## config.mk

```make
export PLATFORM = sky130hd
export DESIGN_NAME = flat_output_byte_serializer_flat
export DESIGN_NICKNAME = d
export VERILOG_FILES = /design/src/rtl/flat_output_byte_serializer_pkg.sv /design/src/rtl/flat_output_byte_serializer_if.sv /design/src/rtl/flat_output_byte_serializer.sv /design/src/flat_wrapper.sv
export SDC_FILE = /design/constraint.sdc
export NUM_CORES = 1
export LEC_CHECK = 0
export CORE_AREA = 2 2 72 74
export DETAILED_ROUTE_END_ITERATION = 7
export DIE_AREA = 0 0 74 76
export PLACE_DENSITY = 0.75
export SLEW_MARGIN = 15
export SYNTH_ARGS = -nofsm -noshare
export SYNTH_HDL_FRONTEND = slang
export SYNTH_SLANG_ARGS = --single-unit
```

## constraint.sdc

```tcl
create_clock -name clk -period 1.3 [get_ports clk]
set_input_delay 0.13 -clock clk [delete_from_list [all_inputs] [get_ports clk]]
set_output_delay 0.13 -clock clk [all_outputs]
set_load 0.02 [all_outputs]
```

## src/rtl/flat_output_byte_serializer_pkg.sv

```systemverilog
// Shared constants for the flat-output byte serializer and the ice40 uncore wrappers.
package flat_output_byte_serializer_pkg;

    localparam int BYTE_W = 8;

    typedef enum logic {
        IDLE = 1'b0,
        SEND = 1'b1
    } ser_state_e;

    // Byte counter width; a single-byte word still needs a 1-bit counter.
    function automatic int cnt_width(input int num_bytes);
        return (num_bytes <= 1) ? 1 : $clog2(num_bytes);
    endfunction

endpackage

```

## src/rtl/flat_output_byte_serializer_if.sv

```systemverilog
// Upstream word handshake plus downstream tx_byte handshake for the serializer.
interface flat_output_byte_serializer_if #(
    parameter int NumBytes = 4
);
    import flat_output_byte_serializer_pkg::*;

    logic [NumBytes*BYTE_W-1:0] flat_output;
    logic                       flat_output_valid;
    logic                       flat_output_ready;
    logic [BYTE_W-1:0]          tx_byte;
    logic                       tx_byte_valid;
    logic                       tx_byte_ready;
    logic                       busy;

    modport slave (
        input  flat_output, flat_output_valid, tx_byte_ready,
        output flat_output_ready, tx_byte, tx_byte_valid, busy
    );

    modport master (
        output flat_output, flat_output_valid, tx_byte_ready,
        input  flat_output_ready, tx_byte, tx_byte_valid, busy
    );

endinterface

```

## src/rtl/flat_output_byte_serializer.sv

```systemverilog
// Captures one NumBytes-wide result word and streams it out a byte at a time
// to the UART transmitter, with zero-gap back-to-back word acceptance.
module flat_output_byte_serializer
    import flat_output_byte_serializer_pkg::*;
#(
    parameter int NumBytes = 4,
    parameter bit LsbFirst = 1'b1
) (
    input  logic                          clk,
    input  logic                          rst_n,
    flat_output_byte_serializer_if.slave  bus
);

    localparam int                W    = NumBytes * BYTE_W;
    localparam int                CW   = cnt_width(NumBytes);
    localparam logic [CW-1:0]     LAST = CW'(NumBytes - 1);

    ser_state_e    state_q, state_d;
    logic [W-1:0]  shift_q, shift_d;
    logic [CW-1:0] cnt_q, cnt_d;

    logic last_byte;
    logic tx_hs;
    logic in_ready;
    logic in_hs;

    always_comb begin
        last_byte = (cnt_q == LAST);
        tx_hs     = (state_q == SEND) && bus.tx_byte_ready;
        // In SEND the next word is only taken as the final byte leaves.
        in_ready  = (state_q == IDLE) || (last_byte && bus.tx_byte_ready);
        in_hs     = bus.flat_output_valid && in_ready;

        state_d = state_q;
        shift_d = shift_q;
        cnt_d   = cnt_q;

        if (tx_hs) begin
            shift_d = LsbFirst ? (shift_q >> BYTE_W) : (shift_q << BYTE_W);
            if (last_byte) begin
                cnt_d   = '0;
                state_d = IDLE;
            end else begin
                cnt_d = cnt_q + CW'(1);
            end
        end

        // A capture overrides the completion path so the stream stays in SEND.
        if (in_hs) begin
            shift_d = bus.flat_output;
            cnt_d   = '0;
            state_d = SEND;
        end
    end

    always_ff @(posedge clk or negedge rst_n) begin
        if (!rst_n) begin
            state_q <= IDLE;
            shift_q <= '0;
            cnt_q   <= '0;
        end else begin
            state_q <= state_d;
            shift_q <= shift_d;
            cnt_q   <= cnt_d;
        end
    end

    generate
        if (LsbFirst) begin : g_lsb
            assign bus.tx_byte = shift_q[BYTE_W-1:0];
        end else begin : g_msb
            assign bus.tx_byte = shift_q[W-1 -: BYTE_W];
        end
    endgenerate

    assign bus.tx_byte_valid     = (state_q == SEND);
    assign bus.busy              = (state_q == SEND);
    assign bus.flat_output_ready = in_ready;

endmodule

```

## src/flat_wrapper.sv

```systemverilog
// flat-port wrapper written by rule: the top's interface ports become plain ports
module flat_output_byte_serializer_flat import flat_output_byte_serializer_pkg::*;
#(
    parameter int NumBytes = 4,
    parameter bit LsbFirst = 1'b1
)
  (clk, rst_n, bus_flat_output, bus_flat_output_valid, bus_tx_byte_ready, bus_flat_output_ready, bus_tx_byte, bus_tx_byte_valid, bus_busy);
  flat_output_byte_serializer_if #(.NumBytes(NumBytes)) bus_i ();
  input  logic clk;
  input  logic rst_n;
  input wire logic [$bits(bus_i.flat_output)-1:0] bus_flat_output;
  input wire logic [$bits(bus_i.flat_output_valid)-1:0] bus_flat_output_valid;
  input wire logic [$bits(bus_i.tx_byte_ready)-1:0] bus_tx_byte_ready;
  output wire logic [$bits(bus_i.flat_output_ready)-1:0] bus_flat_output_ready;
  output wire logic [$bits(bus_i.tx_byte)-1:0] bus_tx_byte;
  output wire logic [$bits(bus_i.tx_byte_valid)-1:0] bus_tx_byte_valid;
  output wire logic [$bits(bus_i.busy)-1:0] bus_busy;
  assign bus_i.flat_output = bus_flat_output;
  assign bus_i.flat_output_valid = bus_flat_output_valid;
  assign bus_i.tx_byte_ready = bus_tx_byte_ready;
  assign bus_flat_output_ready = bus_i.flat_output_ready;
  assign bus_tx_byte = bus_i.tx_byte;
  assign bus_tx_byte_valid = bus_i.tx_byte_valid;
  assign bus_busy = bus_i.busy;
  flat_output_byte_serializer #(.NumBytes(NumBytes), .LsbFirst(LsbFirst)) u_core (.clk(clk), .rst_n(rst_n), .bus(bus_i));
endmodule
```

# Yosys cells after proc, flatten, opt, wreduce, memory -nomap -nowiden
# Index checks and enable logic that the tools add are counted.
[word_totals]
register_bits = 35
in_bits = 36
out_inout_bits = 11
elab_cells = 21
[op_classes]
n_addsub = 1
eq_ne = 1
n_mux = 8
n_bitwise = 1
reduce_logical = 7
[ops]
columns = ["op", "count"]
rows = [
  ["32-bit 2-to-1 mux", 2],
  ["2-bit 2-to-1 mux", 3],
  ["2-bit nonzero test", 2],
  ["1-bit logical AND", 3],
  ["1-bit 2-to-1 mux", 3],
  ["2-bit by 1-bit adder with 2-bit output, second input constant", 1],
  ["2-bit equality test, second input constant", 1],
  ["2-bit AND reduction", 1],
  ["1-bit logical OR", 1],
  ["1-bit inverter", 1],
]

# Depth between registers and ports, before layout
# Gate-level depths: netlist of run 1.
[depth]
depth_word = 6
depth_mapped = 6

# Worst setup path before layout of run 1
# No wires, ideal clock.
[synth_timing]
path_kind = "register to register"
from = "reg u_core.state_q (netlist: u_core.bus.busy)"
to = "reg u_core.cnt_q[1]"
setup_ns = 0.123
arrival_time_ns = 1.255
t_required_ns = 1.177
path_slack_ns = -0.078
path_stages_with_launch = 5
period_less_slack_ns = 1.378
cell_sequence = "dfrtp_1 buf_2 mux2i_2 nand2b_1 o21ai_1"
[synth_via]
elab_chain_len = 4
word_cells_on_any_way = 6
[synth_rtl]
columns = ["item", "line_no", "source"]
rows = [
  ["from (decl)", "flat_output_byte_serializer.sv:18", "ser_state_e state_q, state_d;"],
  ["from (signal assigned)", "flat_output_byte_serializer.sv:62", "state_q <= state_d;"],
  ["1-bit inverter", "flat_output_byte_serializer.sv:31", "in_ready = (state_q == IDLE) || (last_byte && bus.tx_byte_ready);"],
  ["1-bit logical OR", "flat_output_byte_serializer.sv:31", ""],
  ["1-bit logical AND", "flat_output_byte_serializer.sv:32", "in_hs = bus.flat_output_valid && in_ready;"],
  ["2-bit 2-to-1 mux or 2-bit nonzero test (tied branches)", "--", ""],
  ["to (signal assigned)", "flat_output_byte_serializer.sv:64", "cnt_q <= cnt_d;"],
  ["to (decl)", "flat_output_byte_serializer.sv:20", "logic [CW-1:0] cnt_q, cnt_d;"],
]
# Several ways; a longest one is shown, not always the timed one.
# A chain may end at the register's enable or synchronous reset.

# Final worst setup path of run 1
[layout_timing]
from = "reg u_core.cnt_q[0]"
to = "out bus_flat_output_ready"
[layout_via]
elab_chain_len = 3
[layout_rtl]
columns = ["item", "line_no", "source"]
rows = [
  ["2-bit equality test", "flat_output_byte_serializer.sv:28", "last_byte = (cnt_q == LAST);"],
  ["1-bit logical AND", "flat_output_byte_serializer.sv:31", ""],
  ["1-bit logical OR", "flat_output_byte_serializer.sv:31", ""],
  ["to (decl)", "flat_wrapper.sv:14", "output wire logic [$bits(bus_i.flat_output_ready)-1:0] bus_flat_output_ready;"],
]
# No other way between the ends.

==> impl_metrics.tcl, run 1 <==
set metrics [dict create \
    run_status "complete, but fails checks" \
    violations "setup timing" \
    number_of_drc_markers_in_iteration_0 92 \
    grt_remaining_overflow 0 \
    root_buffer "clkbuf_8" \
    fin_worst_hold_slack_ns 0.198 \
    maxClockFrequency_mhz 739 \
    grtUsageTotal_pct 17.5 \
    synth_simple_gate_area_share_pct 9.10 \
    design.die.area_um2 5620 \
    routed_wl_um 4840 \
    report.final.setup_viol 8 \
    antenna_found_initial 0 \
    rows 26 \
    mappedNetlistArea_um2 2170 \
    grt_setup_unrepaired "yes" \
    hpwl_after_detailed_placement_um 3130 \
    fin_crit_sh_pct 104 \
    wl_per_cell_um 15.1 \
    fill_cells 439 \
    flow.area_growth_from_synthesis_pct 36.7 \
    final_net_count 287 \
    worst_setup_path_start_kind "flop" \
    synth_nets 242 \
    timing_hold_violations_final 0 \
    dp_slack_ns -0.250 \
    numCtsBuffers 5 \
    routabilityCongestion 0.766 \
    clock_sinks 35 \
    worstSetupEndpointType "output pin" \
    number_of_maximum_capacitance_constraint_violations 0 \
    routed-via-count 1689 \
    finalPower_mw 5.22 \
    cts_tree "yes" \
    min_period_ns 1.35 \
    worst_slack_ns -0.0534 \
    synth.largest_area_cell "dfrtp_1" \
    die_h_um 76 \
    drt_pre_antenna_iters 4 \
    synth_cell_types 23 \
    cts.htree.levels 2 \
    worst-slew-pin-transition_ns 0.270 \
    clock_insertion_delay_worst_skew_ns 0.30 \
    final_util_pct 60.5 \
    crit_required_ns 1.17 \
    synthDominantCellAreaShare_pct 40.3 \
    finalMaxSlewViolations 0 \
    grt_first_pass_wirelength_um 7720 \
    seq_area_frac_synth_pct 40.3 \
    power.density_nw_per_um2 1760 \
    path_clk_slew_ns 0.07 \
    mean_syn_cell_area_um2 10.6 \
    drive_gt1_share_pct 18.3 \
    cellLeakagePower_nw 1.39 \
    worst-path-max-fanout 3 \
    fp.coreArea_um2 4910 \
    clockBufferDepth 2 \
    yosys-top-cells-area "dfrtp_1 40%, mux2i_1 11%, mux2_1 9.3%" \
    num_io_pins 47 \
    synth.area.mux_share_pct 24.6 \
    postCtsHoldBufs 0 \
    post_synth_fa_ha_maj_area_fraction_pct 0.576 \
    count_of_inserted_antenna_diode_cells 0 \
    synthesis.yosys.warnings 0 \
    highest_count_cells_in_the_layout_ignoring_fill_and_taps "34 x clkdlybuf4s50_1, 34 x dfrtp_1, 26 x nand2b_1" \
    combinational_family_with_the_most_area_after_synthesis "multiplexers" \
    ant_nets 0 \
    worstSetupPathType "reg -> out" \
    io_buffers 46 \
    detail_route.drc_violations 0 \
    min_path_type "in -> async" \
    first_global_vias 1682 \
    vias_per_cell 5.26 \
    chipWidth_um 74 \
    fin_skew_ns 0.00903 \
    synthesis.instances 205 \
    ys_ff_latch 35 \
    arrival_ns 1.22 \
    vdd_ir_drop_max_v 0.000724 \
    area_share_of_xor_xnor_cells_in_the_synthesized_design_pct 0 \
    timing.slew.headroom_pct 81.9 \
    synth-compound-area-share_pct 16.6 \
    grt_start_max_net_pins 36 \
    start_util_pct 44.2 \
]
synthesized netlist by cell type, drive strengths merged:
library cell,count
a21oi,24
ha,1
inv,1
nor2,2
or2,1
nor2b,1
a22o,9
clkbuf,4
nand2b,26
o21ai,1
a21boi,1
o22ai,24
nand2,2
buf,23
dfrtp,35
mux2,25
mux2i,25
per-layer routing:
layer	routed length (µm)	global-route usage, %	up-vias
li1	-	-	826
met4	77	7.09	0
met1	2240	23.8	817
met3	196	3.17	8
met2	2340	27.1	38
met5	0	0	-
worst paths after layout:
| path | start | endpoint | cells after the start | slack, ns |
|---|---|---|---|---|
| max | u_core.cnt_q[0] | bus_flat_output_ready | 4 | -0.05 |
| min | rst_n | u_core.shift_q[11] | 2 | 0.20 |
| max reg2reg | u_core.cnt_q[0] | u_core.shift_q[16] | 5 | -0.01 |
| min reg2reg | u_core.shift_q[25] | u_core.shift_q[25] | 1 | 0.50 |
| max in group asynchronous | rst_n | u_core.bus.busy | 2 | 0.90 |
| min in group clk | bus_flat_output[27] | u_core.shift_q[27] | 2 | 0.43 |
layout make-up:
cell class | instances | area (µm²) | share of cell area [%]
clock buffers | 6 | 82.6 | 2.78
clock inverters | 2 | 35.0 | 1.18
inverters | 1 | 3.75 | 0.126
multi-input cells | 143 | 1160 | 39.2
flip-flops and latches | 35 | 877 | 29.5
well taps | 70 | 87.6 | 2.95
repair buffers | 64 | 719 | 24.2
report_power, final:
group          internal [mW]  switching [mW]
sequential              1.51           0.277
combinational           1.33            1.09
clock                  0.620           0.397
logic make-up (layout without fill, tap and decap cells):
| group | count (synthesis) | in the layout |
|---|---|---|
| buffers and inverters | 28 | 73 |
| AND/OR/NAND/NOR | 32 | 33 |
| adder cells (fa/ha/maj) | 1 | 1 |
| AO/OA/AOI/OAI | 59 | 59 |
| multiplexers | 50 | 50 |
| flip-flops | 35 | 35 |
registers in the layout, indices dropped and copies added (netlist names):
name,cells
u_core.bus.busy,1
u_core.cnt_q,2
u_core.shift_q,32
timing repair:
action | in CTS | in global routing
pin swaps | 2 | 3
setup endpoints to repair | 30 | 17
setup buffers | 0 | 2
gates cloned | 0 | 4
resized for setup | 21 | 10
through the flow:
| stage | instance area (µm²) | cells | TNS, ns |
|---|---|---|---|
| floorplan | 2190 | 205 | -0.948 |
| global placement | 2710 | 308 | -6.18 |
| detailed placement | 2710 | 308 | -7.01 |
| CTS | 2830 | 315 | -0.0573 |
| global route | 2970 | 321 | -0.991 |
| finish | 2970 | 321 | -0.0877 |
worst max-delay path, stage by stage (launching register included):
cell and delay [ns]:
dfrtp_1 0.41, ha_4 0.19, a21boi_2 0.15, inv_1 0.06, buf_6 0.12
(Power assumes the default switching activity.)
==> run 2, diff against run 1 <==
--- a/config.mk
+++ b/config.mk
@@ -5,10 +5,10 @@
 export SDC_FILE = /design/constraint.sdc
 export NUM_CORES = 1
 export LEC_CHECK = 0
-export CORE_AREA = 2 2 72 74
+export CORE_AREA = 2 2 66 68
 export DETAILED_ROUTE_END_ITERATION = 7
-export DIE_AREA = 0 0 74 76
-export PLACE_DENSITY = 0.75
+export DIE_AREA = 0 0 68 70
+export PLACE_DENSITY = 0.84
 export SLEW_MARGIN = 15
 export SYNTH_ARGS = -nofsm -noshare
 export SYNTH_HDL_FRONTEND = slang
==> constraint.sdc (replaced) <==
create_clock -name clk -period 1.62 [get_ports clk]
set_input_delay 0.162 -clock clk [delete_from_list [all_inputs] [get_ports clk]]
set_output_delay 0.162 -clock clk [all_outputs]
set_load 0.02 [all_outputs]
==> impl_metrics.tcl, run 2 (synthesized netlist as in run 1, its figures left out) <==
set metrics [dict create \
    worstSetupEndpointType "flop" \
    cellLeakagePower_nw 1.30 \
    finalMaxSlewViolations 0 \
    clock_insertion_delay_worst_skew_ns 0.28 \
    grtUsageTotal_pct 21.1 \
    drt_pre_antenna_iters 5 \
    hpwl_after_detailed_placement_um 3010 \
    number_of_flip_flops_in_the_largest_register 32 \
    timing_hold_violations_final 0 \
    timing.setup.tns_ns 0 \
    cts_tree "yes" \
    start_util_pct 52.4 \
    grt_first_pass_wirelength_um 7640 \
    setup.reg_to_reg.worst_slack_ns 0.13 \
    number_of_maximum_capacitance_constraint_violations 0 \
    worstSetupPathType "reg -> reg" \
    worst_setup_path_start_kind "flop" \
    die_h_um 70 \
    postCtsHoldBufs 0 \
    timing.slew.headroom_pct 67.5 \
    numCtsBuffers 5 \
    cts.htree.levels 2 \
    routabilityCongestion 0.762 \
    fill_cells 316 \
    vias_per_cell 5.66 \
    min_path_type "in -> async" \
    highest_count_cells_in_the_layout_ignoring_fill_and_taps "43 x clkdlybuf4s50_1, 35 x dfrtp_1, 26 x nand2b_1" \
    ant_nets 0 \
    design.die.area_um2 4760 \
    io_buffers 46 \
    clockBufferDepth 2 \
    grt_setup_unrepaired "no" \
    grt_start_max_net_pins 55 \
    detail_route.drc_violations 0 \
    crit_required_ns 1.78 \
    fin_crit_sh_pct 92.3 \
    post_dp_cell_area_um2 2650 \
    rows 24 \
    final_util_pct 66.3 \
    num_io_pins 47 \
    grt_remaining_overflow 0 \
    number_of_drc_markers_in_iteration_0 96 \
    final_net_count 280 \
    cts_setup_buffers 0 \
    vdd_ir_drop_max_v 0.000788 \
    mostFrequentLayoutCell "clkdlybuf4s50_1" \
    worst-slew-pin-transition_ns 0.478 \
    finish.instance_area_um2 2750 \
    antenna_found_initial 0 \
    min_period_ns 1.49 \
    routed-via-count 1676 \
    finalPower_mw 3.94 \
    routed_wl_um 4590 \
    report.final.setup_viol 0 \
    run_status "finished, final reports clean" \
    fp.coreArea_um2 4140 \
    register_ranked_first_by_flip_flop_count "u_core.shift_q" \
    arrival_ns 1.66 \
    clock_sinks 35 \
    count_of_inserted_antenna_diode_cells 0 \
    maxClockFrequency_mhz 669 \
    power.density_nw_per_um2 1430 \
    flow.area_growth_from_synthesis_pct 26.5 \
    fin_worst_hold_slack_ns 0.284 \
    worst-path-max-fanout 54 \
    chipWidth_um 68 \
    wl_per_cell_um 15.5 \
    first_global_vias 1655 \
    drive_gt1_share_pct 12.7 \
    path_clk_slew_ns 0.07 \
    fin_skew_ns 0.00586 \
    root_buffer "clkbuf_8" \
]
run 2: final cells by class:
class	instances	area (µm²)	share of cell area, %
clock buffer	8	100	3.64
inverter	1	3.75	0.137
multi-input combinational	142	1110	40.4
sequential	35	876	31.9
tap	52	65.1	2.37
timing repair buffer	58	593	21.6
run 2: worst max-delay path, stage by stage (launching register included):
cell	delay [ns]
dfrtp_1	0.38
buf_12	0.25
mux2i_2	0.49
nand2b_1	0.17
o21ai_1	0.06
run 2: report_power, final:
| group | internal (mW) | switching [mW] | leakage [nW] |
|---|---|---|---|
| clock | 0.388 | 0.296 | 0.0515 |
| combinational | 0.994 | 0.843 | 0.828 |
| sequential | 1.21 | 0.214 | 0.418 |
| total | 2.59 | 1.35 | 1.30 |
run 2: final timing paths:
kind	end	startpoint	depth (start not counted)
setup / recovery	u_core.cnt_q[1]	u_core.bus.busy	4
hold / removal	u_core.shift_q[2]	rst_n	2
setup reg to reg	u_core.cnt_q[1]	u_core.bus.busy	4
hold reg to reg	u_core.shift_q[29]	u_core.shift_q[29]	1
max in group asynchronous	u_core.shift_q[22]	rst_n	2
min in group clk	u_core.shift_q[26]	bus_flat_output[26]	2
run 2: what timing repair did:
item,in CTS,in global routing
setup endpoints to repair,3,1
resized for setup,3,3
pin swaps,1,0
run 2: metal layers:
metal  part of all wire [%]  track usage, %  vias up  wire [µm]
met5                      0               0        -          0
met4                    1.2            6.00        0         55
li1                       -               -      821          -
met3                    4.3            5.96        6        198
met1                     44            27.0      813       2030
met2                     50            34.3       36       2310
run 2: per-stage QoR:
step | setup slack, ns | cells
floorplan | 0.242 | 205
global placement | 0.0611 | 288
detailed placement | 0.0402 | 288
CTS | 0.0133 | 296
global route | 0.0257 | 296
finish | 0.125 | 296
==> run 3, diff against run 2 <==
--- a/config.mk
+++ b/config.mk
@@ -5,10 +5,10 @@
 export SDC_FILE = /design/constraint.sdc
 export NUM_CORES = 1
 export LEC_CHECK = 0
-export CORE_AREA = 2 2 66 68
+export CORE_AREA = 2 2 69 71
 export DETAILED_ROUTE_END_ITERATION = 7
-export DIE_AREA = 0 0 68 70
-export PLACE_DENSITY = 0.84
+export DIE_AREA = 0 0 71 73
+export PLACE_DENSITY = 0.78
 export SLEW_MARGIN = 15
 export SYNTH_ARGS = -nofsm -noshare
 export SYNTH_HDL_FRONTEND = slang
==> constraint.sdc (replaced) <==
create_clock -name clk -period 1.6 [get_ports clk]
set_input_delay 0.16 -clock clk [delete_from_list [all_inputs] [get_ports clk]]
set_output_delay 0.16 -clock clk [all_outputs]
set_load 0.02 [all_outputs]
==> impl_metrics.tcl, run 3 (synthesized netlist as in run 1, its figures left out) <==
set metrics [dict create \
    worst-path-max-fanout 2 \
    detailroute.wirelength.met2_um 2190 \
    first_global_vias 1706 \
    io_buffers 46 \
    arrival_ns 1.29 \
    fin_crit_sh_pct 90.6 \
    grtUsageTotal_pct 20.1 \
    number_of_flip_flops_in_the_largest_register 32 \
    vdd_ir_drop_max_v 0.000648 \
    worstSetupPathType "reg -> out" \
    grt_start_max_net_pins 36 \
    start_util_pct 47.9 \
    clockBufferDepth 2 \
    cts.htree.levels 2 \
    met3RoutedLength_um 226 \
    number_of_maximum_capacitance_constraint_violations 0 \
    worst_setup_path_start_kind "flop" \
    maxClockFrequency_mhz 690 \
    clock_insertion_delay_worst_skew_ns 0.29 \
    fp.coreArea_um2 4540 \
    cellLeakagePower_nw 1.31 \
    routabilityCongestion 0.732 \
    cts_setup_buffers 0 \
    startpoint_of_the_lowest_slack_register_to_register_path "u_core.cnt_q[0]" \
    vias_per_cell 5.57 \
    final_net_count 283 \
    number_of_drc_markers_in_iteration_0 84 \
    cts_tree "yes" \
    fin_skew_ns 0.00669 \
    drt_pre_antenna_iters 4 \
    highest_count_cells_in_the_layout_ignoring_fill_and_taps "43 x clkdlybuf4s50_1, 35 x dfrtp_1, 26 x nand2b_1" \
    routed_wl_um 4620 \
    placedCellCount 293 \
    finalPower_mw 4.00 \
    grt_first_pass_wirelength_um 8140 \
    worst-r2r-cell-count 6 \
    regToRegEndpoint "u_core.shift_q[2]" \
    root_buffer "clkbuf_8" \
    die_h_um 73 \
    ant_nets 0 \
    run_status "finished, final reports clean" \
    rows 25 \
    hpwl_after_detailed_placement_um 3130 \
    clock_sinks 35 \
    wl_met1_um 2120 \
    worstSetupEndpointType "output pin" \
    report.final.setup_viol 0 \
    antenna_found_initial 0 \
    routed-via-count 1676 \
    register_ranked_first_by_flip_flop_count "u_core.shift_q" \
    path_clk_slew_ns 0.07 \
    design.die.area_um2 5180 \
    instances_no_fill 301 \
    finalMaxSlewViolations 0 \
    min_period_ns 1.45 \
    power.density_nw_per_um2 1450 \
    numCtsBuffers 5 \
    grt_remaining_overflow 0 \
    min_path_type "in -> async" \
    chipWidth_um 71 \
    mostFrequentLayoutCell "clkdlybuf4s50_1" \
    flow.area_growth_from_synthesis_pct 27.4 \
    timing.slew.headroom_pct 67.9 \
    num_io_pins 47 \
    setup.reg_to_reg.worst_slack_ns 0.18 \
    count_of_inserted_antenna_diode_cells 0 \
    wl_per_cell_um 15.3 \
    grt_setup_unrepaired "no" \
    timing_hold_violations_final 0 \
    detail_route.drc_violations 0 \
    drive_gt1_share_pct 13.8 \
    topRoutingLayerUsed "met4" \
    worst-slew-pin-transition_ns 0.472 \
    crit_required_ns 1.44 \
]
run 3: worst max-delay path, cell delays in order, from the launching register on:
cell and delay, ns:
dfrtp_1 0.39, ha_1 0.23, a21boi_2 0.17, inv_1 0.05
clkbuf_2 0.15
run 3: cell type report:
class,instances,area (µm²)
multi-input cells,142,1110
flip-flops and latches,35,876
inverters,1,3.75
repair buffers,61,611
fillers,405,1770
clock buffers,8,100
well taps,54,67.6
run 3: how the worst max path moves through the flow:
stage	startpoint	to	slack (ns)	cells after the start
after floorplan	u_core.bus.busy	u_core.cnt_q[1]	0.22	4
after global placement	bus_tx_byte_ready	bus_flat_output_ready	0.04	4
after detailed placement	bus_tx_byte_ready	bus_flat_output_ready	-0.008	4
after CTS	u_core.cnt_q[0]	bus_flat_output_ready	0.01	4
after global routing	u_core.cnt_q[0]	u_core.shift_q[5]	0.09	6
final	u_core.cnt_q[0]	bus_flat_output_ready	0.15	4
run 3: per-stage QoR:
stage / instance area (µm²) / TNS (ns) / util (%) / hold slack (ns) / setup WS [ns]
5_1_grt: 2770 / 0 / 61.0 / 0.321 / 0.0877
4_1_cts: 2770 / 0 / 61.0 / 0.303 / 0.00956
3_3_place_gp: 2670 / 0 / 58.8 / 0.480 / 0.0373
2_1_floorplan: 2170 / 0 / - / -0.136 / 0.222
6_report: 2770 / 0 / 61.0 / 0.281 / 0.151
3_5_place_dp: 2670 / -0.00811 / 58.8 / 0.488 / -0.00811
run 3: repair_timing:
item | 4_1_cts | 5_1_grt
pin swaps | 0 | 0
hold buffers | 0 | 0
gates resized for setup | 3 | 3
setup endpoints to repair | 1 | 3
hold endpoints to repair | 0 | 0
run 3: routing by layer:
layer  vias up  track usage [%]
met1       799             25.6
li1        825                -
met4         0             6.71
met2        43             33.1
met5         -                0
met3         9             5.66
run 3: where the power goes:
part	internal, mW	leakage (nW)	switching (mW)
Clock	0.393	0.0515	0.321
Combinational	1.02	0.841	0.827
Sequential	1.22	0.418	0.223
Total	2.63	1.31	1.37
